## src/rtl/mem_bus_arbiter_if.sv

```systemverilog
// mem_bus_arbiter_if
// Groups every signal between the memory bus arbiter and its surroundings:
// the instruction-fetch requester, the decoder data requester and the
// external memory port. Names keep the arbiter's point of view: i_* are
// arbiter inputs and o_* are arbiter outputs.
//   master : the arbiter itself (drives o_*, samples i_*)
//   slave  : requesters + memory model (drive i_*, sample o_*)
`timescale 1ns/1ps
interface mem_bus_arbiter_if #(
  parameter int AW = 16,
  parameter int DW = 16
);
  // fetch requester (read only)
  logic          i_f_req;
  logic [AW-1:0] i_f_addr;
  logic          o_f_gnt;
  logic          o_f_done;
  logic [DW-1:0] o_f_rdata;
  // data requester
  logic          i_d_req;
  logic          i_d_we;
  logic [AW-1:0] i_d_addr;
  logic [DW-1:0] i_d_wdata;
  logic          o_d_gnt;
  logic          o_d_done;
  logic [DW-1:0] o_d_rdata;
  // external memory
  logic [AW-1:0] o_mem_addr;
  logic [DW-1:0] o_mem_wdata;
  logic          o_mem_rd;
  logic          o_mem_wr;
  logic [DW-1:0] i_mem_rdata;
  logic          i_mem_ready;
  // status
  logic          o_err;
  logic [1:0]    o_state;

  modport master (
    input  i_f_req, i_f_addr,
    output o_f_gnt, o_f_done, o_f_rdata,
    input  i_d_req, i_d_we, i_d_addr, i_d_wdata,
    output o_d_gnt, o_d_done, o_d_rdata,
    output o_mem_addr, o_mem_wdata, o_mem_rd, o_mem_wr,
    input  i_mem_rdata, i_mem_ready,
    output o_err, o_state
  );

  modport slave (
    output i_f_req, i_f_addr,
    input  o_f_gnt, o_f_done, o_f_rdata,
    output i_d_req, i_d_we, i_d_addr, i_d_wdata,
    input  o_d_gnt, o_d_done, o_d_rdata,
    input  o_mem_addr, o_mem_wdata, o_mem_rd, o_mem_wr,
    output i_mem_rdata, i_mem_ready,
    input  o_err, o_state
  );
endinterface

```

## src/rtl/mem_bus_arbiter.sv

```systemverilog
// mem_bus_arbiter
// Shares one memory port between the instruction-fetch path and the decoder
// data path. Data wins by default; a starvation counter forces fetch to win
// after STARVE_LIMIT consecutive data grants taken while fetch was waiting.
// Exactly one transaction is in flight; an access that sees no i_mem_ready
// for TIMEOUT cycles is aborted and completes with o_err.
// Ports:
//   i_clk  clock, rising edge
//   i_rst  asynchronous active-high reset
//   bus    mem_bus_arbiter_if.master: fetch req/gnt/done/rdata, data
//          req/we/addr/wdata/gnt/done/rdata, memory addr/wdata/rd/wr/
//          rdata/ready, o_err and o_state (00 IDLE, 01 ACCESS_F, 10 ACCESS_D)
// All outputs come straight from registers.
`timescale 1ns/1ps
module mem_bus_arbiter #(
  parameter int AW           = 16,
  parameter int DW           = 16,
  parameter int STARVE_LIMIT = 4,
  parameter int TIMEOUT      = 15
) (
  input  logic              i_clk,
  input  logic              i_rst,
  mem_bus_arbiter_if.master bus
);

  typedef enum logic [1:0] {
    ST_IDLE     = 2'b00,
    ST_ACCESS_F = 2'b01,
    ST_ACCESS_D = 2'b10
  } state_t;

  localparam logic [3:0] STARVE_MAX = 4'(STARVE_LIMIT);
  // wait_cnt is 0 in the first ACCESS cycle, so this value marks the
  // TIMEOUT-th cycle spent waiting for ready.
  localparam logic [7:0] WAIT_LAST  = 8'(TIMEOUT - 1);

  state_t        state_q,    state_d;
  logic [3:0]    starve_q,   starve_d;
  logic [7:0]    wait_q,     wait_d;
  logic          we_q,       we_d;
  logic [AW-1:0] addr_q,     addr_d;
  logic [DW-1:0] wdata_q,    wdata_d;
  logic          mem_rd_q,   mem_rd_d;
  logic          mem_wr_q,   mem_wr_d;
  logic          f_gnt_q,    f_gnt_d;
  logic          d_gnt_q,    d_gnt_d;
  logic          f_done_q,   f_done_d;
  logic          d_done_q,   d_done_d;
  logic          err_q,      err_d;
  logic [DW-1:0] f_rdata_q,  f_rdata_d;
  logic [DW-1:0] d_rdata_q,  d_rdata_d;

  always_ff @(posedge i_clk or posedge i_rst) begin
    if (i_rst) begin
      state_q   <= ST_IDLE;
      starve_q  <= '0;
      wait_q    <= '0;
      we_q      <= 1'b0;
      addr_q    <= '0;
      wdata_q   <= '0;
      mem_rd_q  <= 1'b0;
      mem_wr_q  <= 1'b0;
      f_gnt_q   <= 1'b0;
      d_gnt_q   <= 1'b0;
      f_done_q  <= 1'b0;
      d_done_q  <= 1'b0;
      err_q     <= 1'b0;
      f_rdata_q <= '0;
      d_rdata_q <= '0;
    end else begin
      state_q   <= state_d;
      starve_q  <= starve_d;
      wait_q    <= wait_d;
      we_q      <= we_d;
      addr_q    <= addr_d;
      wdata_q   <= wdata_d;
      mem_rd_q  <= mem_rd_d;
      mem_wr_q  <= mem_wr_d;
      f_gnt_q   <= f_gnt_d;
      d_gnt_q   <= d_gnt_d;
      f_done_q  <= f_done_d;
      d_done_q  <= d_done_d;
      err_q     <= err_d;
      f_rdata_q <= f_rdata_d;
      d_rdata_q <= d_rdata_d;
    end
  end

  always_comb begin
    state_d   = state_q;
    starve_d  = starve_q;
    wait_d    = wait_q;
    we_d      = we_q;
    addr_d    = addr_q;
    wdata_d   = wdata_q;
    mem_rd_d  = mem_rd_q;
    mem_wr_d  = mem_wr_q;
    f_gnt_d   = 1'b0;
    d_gnt_d   = 1'b0;
    f_done_d  = 1'b0;
    d_done_d  = 1'b0;
    err_d     = 1'b0;
    f_rdata_d = f_rdata_q;
    d_rdata_d = d_rdata_q;

    case (state_q)
      ST_IDLE: begin
        // Data has priority unless fetch has been passed over too often.
        if (bus.i_d_req && !(bus.i_f_req && starve_q == STARVE_MAX)) begin
          state_d  = ST_ACCESS_D;
          d_gnt_d  = 1'b1;
          we_d     = bus.i_d_we;
          addr_d   = bus.i_d_addr;
          wdata_d  = bus.i_d_wdata;
          mem_rd_d = ~bus.i_d_we;
          mem_wr_d = bus.i_d_we;
          wait_d   = '0;
          if (bus.i_f_req && starve_q != STARVE_MAX) begin
            starve_d = starve_q + 4'd1;
          end
        end else if (bus.i_f_req) begin
          state_d  = ST_ACCESS_F;
          f_gnt_d  = 1'b1;
          we_d     = 1'b0;
          addr_d   = bus.i_f_addr;
          wdata_d  = '0;
          mem_rd_d = 1'b1;
          mem_wr_d = 1'b0;
          wait_d   = '0;
          starve_d = '0;
        end
      end

      ST_ACCESS_F, ST_ACCESS_D: begin
        // A ready on the last allowed cycle still completes normally.
        if (bus.i_mem_ready || wait_q == WAIT_LAST) begin
          state_d  = ST_IDLE;
          wait_d   = '0;
          mem_rd_d = 1'b0;
          mem_wr_d = 1'b0;
          err_d    = ~bus.i_mem_ready;
          if (state_q == ST_ACCESS_F) begin
            f_done_d  = 1'b1;
            f_rdata_d = bus.i_mem_ready ? bus.i_mem_rdata : '0;
          end else begin
            d_done_d  = 1'b1;
            d_rdata_d = (bus.i_mem_ready && !we_q) ? bus.i_mem_rdata : '0;
          end
        end else begin
          wait_d = wait_q + 8'd1;
        end
      end

      default: state_d = ST_IDLE;
    endcase
  end

  assign bus.o_f_gnt     = f_gnt_q;
  assign bus.o_f_done    = f_done_q;
  assign bus.o_f_rdata   = f_rdata_q;
  assign bus.o_d_gnt     = d_gnt_q;
  assign bus.o_d_done    = d_done_q;
  assign bus.o_d_rdata   = d_rdata_q;
  assign bus.o_mem_addr  = addr_q;
  assign bus.o_mem_wdata = wdata_q;
  assign bus.o_mem_rd    = mem_rd_q;
  assign bus.o_mem_wr    = mem_wr_q;
  assign bus.o_err       = err_q;
  assign bus.o_state     = state_q;

endmodule
```

## src/flat_wrapper.sv

```systemverilog
// flat-port wrapper written by rule: the top's interface ports become plain ports
module mem_bus_arbiter_flat 
#(
  parameter int AW           = 16,
  parameter int DW           = 16,
  parameter int STARVE_LIMIT = 4,
  parameter int TIMEOUT      = 15
)
  (i_clk, i_rst, bus_i_f_req, bus_i_f_addr, bus_o_f_gnt, bus_o_f_done, bus_o_f_rdata, bus_i_d_req, bus_i_d_we, bus_i_d_addr, bus_i_d_wdata, bus_o_d_gnt, bus_o_d_done, bus_o_d_rdata, bus_o_mem_addr, bus_o_mem_wdata, bus_o_mem_rd, bus_o_mem_wr, bus_i_mem_rdata, bus_i_mem_ready, bus_o_err, bus_o_state);
  mem_bus_arbiter_if #(.AW(AW), .DW(DW)) bus_i ();
  input  logic i_clk;
  input  logic i_rst;
  input wire logic [$bits(bus_i.i_f_req)-1:0] bus_i_f_req;
  input wire logic [$bits(bus_i.i_f_addr)-1:0] bus_i_f_addr;
  output wire logic [$bits(bus_i.o_f_gnt)-1:0] bus_o_f_gnt;
  output wire logic [$bits(bus_i.o_f_done)-1:0] bus_o_f_done;
  output wire logic [$bits(bus_i.o_f_rdata)-1:0] bus_o_f_rdata;
  input wire logic [$bits(bus_i.i_d_req)-1:0] bus_i_d_req;
  input wire logic [$bits(bus_i.i_d_we)-1:0] bus_i_d_we;
  input wire logic [$bits(bus_i.i_d_addr)-1:0] bus_i_d_addr;
  input wire logic [$bits(bus_i.i_d_wdata)-1:0] bus_i_d_wdata;
  output wire logic [$bits(bus_i.o_d_gnt)-1:0] bus_o_d_gnt;
  output wire logic [$bits(bus_i.o_d_done)-1:0] bus_o_d_done;
  output wire logic [$bits(bus_i.o_d_rdata)-1:0] bus_o_d_rdata;
  output wire logic [$bits(bus_i.o_mem_addr)-1:0] bus_o_mem_addr;
  output wire logic [$bits(bus_i.o_mem_wdata)-1:0] bus_o_mem_wdata;
  output wire logic [$bits(bus_i.o_mem_rd)-1:0] bus_o_mem_rd;
  output wire logic [$bits(bus_i.o_mem_wr)-1:0] bus_o_mem_wr;
  input wire logic [$bits(bus_i.i_mem_rdata)-1:0] bus_i_mem_rdata;
  input wire logic [$bits(bus_i.i_mem_ready)-1:0] bus_i_mem_ready;
  output wire logic [$bits(bus_i.o_err)-1:0] bus_o_err;
  output wire logic [$bits(bus_i.o_state)-1:0] bus_o_state;
  assign bus_i.i_f_req = bus_i_f_req;
  assign bus_i.i_f_addr = bus_i_f_addr;
  assign bus_o_f_gnt = bus_i.o_f_gnt;
  assign bus_o_f_done = bus_i.o_f_done;
  assign bus_o_f_rdata = bus_i.o_f_rdata;
  assign bus_i.i_d_req = bus_i_d_req;
  assign bus_i.i_d_we = bus_i_d_we;
  assign bus_i.i_d_addr = bus_i_d_addr;
  assign bus_i.i_d_wdata = bus_i_d_wdata;
  assign bus_o_d_gnt = bus_i.o_d_gnt;
  assign bus_o_d_done = bus_i.o_d_done;
  assign bus_o_d_rdata = bus_i.o_d_rdata;
  assign bus_o_mem_addr = bus_i.o_mem_addr;
  assign bus_o_mem_wdata = bus_i.o_mem_wdata;
  assign bus_o_mem_rd = bus_i.o_mem_rd;
  assign bus_o_mem_wr = bus_i.o_mem_wr;
  assign bus_i.i_mem_rdata = bus_i_mem_rdata;
  assign bus_i.i_mem_ready = bus_i_mem_ready;
  assign bus_o_err = bus_i.o_err;
  assign bus_o_state = bus_i.o_state;
  mem_bus_arbiter #(.AW(AW), .DW(DW), .STARVE_LIMIT(STARVE_LIMIT), .TIMEOUT(TIMEOUT)) u_core (.i_clk(i_clk), .i_rst(i_rst), .bus(bus_i));
endmodule
```

## config.mk

```make
export PLATFORM = sky130hd
export DESIGN_NAME = mem_bus_arbiter_flat
export DESIGN_NICKNAME = d
export VERILOG_FILES = /design/src/rtl/mem_bus_arbiter_if.sv /design/src/rtl/mem_bus_arbiter.sv /design/src/flat_wrapper.sv
export SDC_FILE = /design/constraint.sdc
export NUM_CORES = 1
export LEC_CHECK = 0
export CAP_MARGIN = 10
export CORE_UTILIZATION = 44
export CTS_CLUSTER_DIAMETER = 30
export DETAILED_ROUTE_END_ITERATION = 8
export GPL_TIMING_DRIVEN = 0
export PLACE_DENSITY = 0.78
export SETUP_SLACK_MARGIN = 0.1
export SLEW_MARGIN = 5
export SYNTH_ARGS = -nofsm -noshare
export SYNTH_HDL_FRONTEND = slang
export SYNTH_SLANG_ARGS = --single-unit
export TNS_END_PERCENT = 30
```

## constraint.sdc

```tcl
create_clock -name i_clk -period 3.3 [get_ports i_clk]
set_input_delay 0.825 -clock i_clk [delete_from_list [all_inputs] [get_ports i_clk]]
set_output_delay 0.825 -clock i_clk [all_outputs]
set_load 0.05 [all_outputs]
```

### Word-level counts from Yosys, hierarchy flattened

Cells that the tools add are included.

| word-level totals | value |
|---|---|
| register bits | 86 |
| output and inout bits | 73 |
| bits of input ports | 70 |
| word-level logic and storage cells | 83 |

| cells by class | value |
|---|---|
| reduce and logical (&&, ||, !) cells | 18 |
| bitwise operators | 3 |
| equality and inequality tests | 8 |
| add/subtract/negate cells | 2 |
| muxes and demuxes | 37 |

Operators by type and width:

| operator | count |
|---|---|
| 16-bit 2-to-1 mux | 6 |
| 8-bit 2-to-1 mux | 3 |
| 1-bit 2-to-1 mux | 18 |
| 8-bit case mux with 2 select lines | 1 |
| 4-bit 2-to-1 mux | 3 |
| 3-bit AND reduction | 4 |
| 8-bit by 1-bit adder with 8-bit output (second input constant) | 1 |
| 8-bit by 4-bit equality test with 1-bit output (second input constant) | 1 |
| 2-bit 2-to-1 mux | 3 |
| 2-bit AND reduction | 3 |
| 4-bit by 1-bit adder with 4-bit output (second input constant) | 1 |
| 4-bit by 3-bit equality test with 1-bit output (second input constant) | 1 |
| 1-bit logical AND | 4 |
| 4-bit by 3-bit != test with 1-bit output (second input constant) | 1 |
| 1-bit case mux with 2 select lines | 2 |
| 2-bit case mux with 2 select lines | 1 |
| 2-bit nonzero test | 2 |
| 3-bit by 2-bit != test with 1-bit output (second input constant) | 1 |
| 1-bit NOT | 3 |
| 2-bit by 1-bit equality test with 1-bit output (second input constant) | 1 |
| 2-bit equality test (second input constant) | 1 |
| 1-bit logical NOT | 2 |
| 2-bit logical NOT | 1 |
| 2-bit by 1-bit != test with 1-bit output (second input constant) | 1 |
| 3 further kinds | 3 |

### Logic depth before layout (Yosys ltp)

| logic depth | value |
|---|---|
| depth in word-level cells | 6 |
| mapped depth | 8 |
| depth with buffers taken out | 6 |

### Worst setup path after synthesis

Ideal clock, no wire load.

| timing path | value |
|---|---|
| path type | flip-flop to flip-flop |
| start point | register u_core.state_q[1], in the netlist u_core.bus.o_state[1] |
| end point | register u_core.state_q[0], in the netlist u_core.bus.o_state[0] |
| library setup time | 0.122 ns |
| slack | 1.293 ns |
| data arrival time | 1.886 ns |
| path buffers | 0 |
| data required time | 3.178 ns |
| cell stages (with the launch flop) | 6 |
| cells stage by stage | dfrtp_1 -> inv_1 -> ha_1 -> inv_1 -> a311o_2 -> a32o_1 |

| between the ends | value |
|---|---|
| cells in the longest elaborated chain, start to end | 4 |
| elaborated cells between the ends (all ways) | 8 |
| classes of those cells | eq/ne: 4; mux: 1; reduce/logical: 3 |

RTL lines:

| element | line | source |
|---|---|---|
| start, declared | mem_bus_arbiter.sv:37 | `state_t state_q, state_d;` |
| start signal, assigned | mem_bus_arbiter.sv:71 | `state_q <= state_d;` |
| 2-bit equality test or 2-bit by 1-bit equality test with 1-bit output (tied branches) | mem_bus_arbiter.sv:106 | `case (state_q)` |
| 2-bit OR reduction | mem_bus_arbiter.sv:106 |  |
| 2-bit by 1-bit != test with 1-bit output (no line) | -- |  |
| 2-bit AND reduction (no line) | -- |  |

Several ways; a longest one is shown, not always the timed one.
A chain may end at the register's enable or synchronous reset.

### Final worst setup path

| timing path | value |
|---|---|
| start point | register u_core.state_q[0], in the netlist u_core.bus.o_state[0] |
| end point | output bus_o_state[0] |

RTL lines:

| element | line | source |
|---|---|---|
| end, declared | flat_wrapper.sv:32 | `output wire logic [$bits(bus_i.o_state)-1:0] bus_o_state;` |

No word-level cell between the ends.

==> metrics <==
status completed; Post-Synth Simple-Gate Area 0.219; Yosys cell types 42; Startpoint Class register; clk slew on worst S/H paths 0.08 ns; Die X 95.0 um; most frequent cells after synthesis 86 x dfrtp_1, 74 x nand2_1, 27 x nor2_1, 19 x nand3_1; Sw Pwr 2.90 mW; power per cell area 1080 nW/um2; setup clock skew after layout 0.0103 ns; H-tree levels 3; Fillers 644; Int Pwr 3.13 mW; cts hold-fix bufs 0; largest net degree at the start of global routing 67; Yosys top cell area share 0.565; post-synthesis compound-gate area fraction 0.132; leakage power 2.61 nW; Resized cells post-CTS 0; worst slew pin tran 0.769 ns; R2R Path End u_core.bus.o_mem_addr[7]$_DFFE_PP0P_; DRC Markers 0; mux contribution to synthesized area 0.00296; synthesized area per cell 10.6 um2; synthesis-to-finish area growth 47.4%; Setup TNS 0 ns; post-synthesis sequential area ratio 0.565; RSZ-0062 raised after global routing no; Slew Viols, Final 0; fraction of registers with async set or reset after synthesis 1.00; initial antenna violation count 0; Crit path max-delay family buffers and inverters; Mapped Area 3810 um2; Setup crit end bus_o_state[0]; Crit path required time 2.47 ns; FF-to-FF setup slack 1.26 ns; number of flops mapped to enable cells by yosys 0; critical path arrival 1.67 ns; total congestion overflow 0; fmax 0.401 GHz; clk buf depth 2; Sink Count 86; synth warn 0; most common cell in the netlist dfrtp_1; CP peak stage delay 0.85 ns; Critical-path top delay cell clkdlybuf4s50_1; post-route ant nets 0; Mapped Nets 437; cell count along the critical path 1; Final Hold Vio Count 0; # diodes 0; #FFs+latches synth 86; largest area contributor in the netlist dfrtp_1; pre-CTS setup slack 0.656 ns; vias in the first global route 3292; Die ar. 9030 um2; Crit Reg-Reg Startpoint u_core.bus.o_state[1]$_DFFE_PP0P_; first-pass GRT wire length 15300 um; final hold slack 0.469 ns; Max Cap Viol 0; crit-path cells clkdlybuf4s50_1; DR pass1 iterations 4; 1st-iter DRT viols 151; num ports 143; DP HPWL 7050 um; Worst Setup SP u_core.bus.o_state[0]$_DFFE_PP0P_; largest family of logic cells by synthesized area simple AND/OR/NAND/NOR gates; GPL Wtd Cong 0.832; GRT Overall Usage 0.221; vias per inst 5.24; Switching Fraction 0.481; Clk network pwr share 0.136; DR vias 3262; sequential share of power 0.293; Starting Density 0.459; CP endpoint kind output port; Root Buffer clkbuf_8; CTS tree built; routed wire length 9500 um; die height 95.0 um; Setup WS post-layout 0.806 ns; Reg2Reg Depth 8; synth top area cells dfrtp_1 57%, nand2_1 7.3%, and4b_1 4.2%; post-CTS setup buffers 0; wire per inst 15.3 um; Comb power frac 0.571; Cell Count, Final, Fillers Out 622; Nets 591; share of cells above drive strength 1 0.0735; post-synthesis adder-cell area fraction 0.0296; post-layout minimum cycle time 2.49 ns; Syn Inst Count 358; row count 33; top_reg_cell synth dfrtp_1; Final Total Pwr 6.03 mW; Final period util 0.756; worst min-delay path class reg -> reg; Hold Path Stages 2; IR drop worst, VDD 0.000569 V; WP buf/inv 1; Clk Latency, worst-skew pair 0.36 ns; worst rel slew slack 0.484; xor/xnor share of the synthesized area 0.0138; largest fanout on the critical path 6; CTS Buf Count 9; Setup CP Type reg -> out; placed cell count 606; core footprint 8300 um2; # port buffers 142; setup violators final 0
-- state kept, by name, indices dropped and copies added (netlist names) --
name	flops
u_core.starve_q	4
u_core.bus.o_mem_wr	1
u_core.wait_q	8
u_core.bus.o_d_rdata	16
u_core.bus.o_mem_addr	16
u_core.bus.o_d_gnt	1
u_core.bus.o_f_rdata	16
u_core.bus.o_mem_wdata	16
u_core.bus.o_f_gnt	1
u_core.bus.o_f_done	1
u_core.bus.o_d_done	1
u_core.we_q	1
u_core.bus.o_state	2
u_core.bus.o_err	1
u_core.bus.o_mem_rd	1
-- metal layers --
layer | global-route usage | vias up | wire length, um
met5 | 0 | - | 0
met4 | 0.0720 | 0 | 92
met3 | 0.0678 | 11 | 863
met2 | 0.371 | 127 | 4620
met1 | 0.272 | 1576 | 3920
li1 | - | 1548 | -
-- placed cells by master (no fill, tap or decap), drive strengths merged, types with 4 or more instances in the layout --
cell	netlist	layout
a21o	17	17
clkdlybuf4s50	0	142
nor2b	4	4
buf	11	12
ha	9	9
nand3	19	19
dfrtp	86	86
inv	8	10
a31oi	17	17
nand2	74	74
o21ai	7	7
nor3b	5	5
xnor2	6	6
a22o	17	17
nor2	27	27
clkbuf	10	19
and4b	16	16
-- power by group through the flow --
stage,clock [mW],combinational (mW),sequential [mW]
after CTS,0.833,3.47,1.77
after global placement,0,3.41,1.77
after global routing,0.877,3.65,1.83
after floorplan,0,0.869,3.18
final,0.822,3.44,1.77
after detailed placement,0,3.45,1.79
-- stage by stage --
| stage | area (um2) | util |
|---|---|---|
| 2_1_floorplan | 3810 | - |
| 3_3_place_gp | 5360 | 0.646 |
| 3_5_place_dp | 5390 | 0.649 |
| 4_1_cts | 5610 | 0.676 |
| 5_1_grt | 5610 | 0.676 |
| 6_report | 5610 | 0.676 |
-- cell type report --
cell class | count | area (um2) | share of cell area
repair buffers | 143 | 1450 | 0.258
clock buffers | 9 | 124 | 0.0221
well taps | 105 | 131 | 0.0234
multi-input cells | 243 | 1510 | 0.269
clock inverters | 7 | 96.3 | 0.0172
flip-flops and latches | 86 | 2150 | 0.384
inverters | 8 | 32.5 | 0.00580
plain buffers | 21 | 114 | 0.0203
-- how the worst min path moves through the flow --
stage	end	startpoint	slack, ns
final	u_core.bus.o_mem_wdata[13]$_DFFE_PP0P_	u_core.bus.o_mem_wdata[13]$_DFFE_PP0P_	0.47
after floorplan	u_core.starve_q[3]$_DFFE_PP0P_	u_core.starve_q[3]$_DFFE_PP0P_	0.49
after global routing	u_core.bus.o_mem_wdata[1]$_DFFE_PP0P_	u_core.bus.o_mem_wdata[1]$_DFFE_PP0P_	0.49
after global placement	u_core.bus.o_mem_wdata[13]$_DFFE_PP0P_	u_core.bus.o_mem_wdata[13]$_DFFE_PP0P_	0.45
after CTS	u_core.bus.o_mem_wdata[1]$_DFFE_PP0P_	u_core.bus.o_mem_wdata[1]$_DFFE_PP0P_	0.47
after detailed placement	u_core.bus.o_mem_wdata[10]$_DFFE_PP0P_	u_core.bus.o_mem_wdata[10]$_DFFE_PP0P_	0.46
-- kinds of logic after synthesis --
| logic type | Yosys count |
|---|---|
| AO/OA/AOI/OAI | 66 |
| XOR/XNOR | 6 |
| adder cells (fa/ha/maj) | 9 |
| buffers and inverters | 29 |
| flip-flops | 86 |
| multiplexers | 1 |
| AND/OR/NAND/NOR | 161 |
Note: power is estimated with default switching activity, not from simulation.
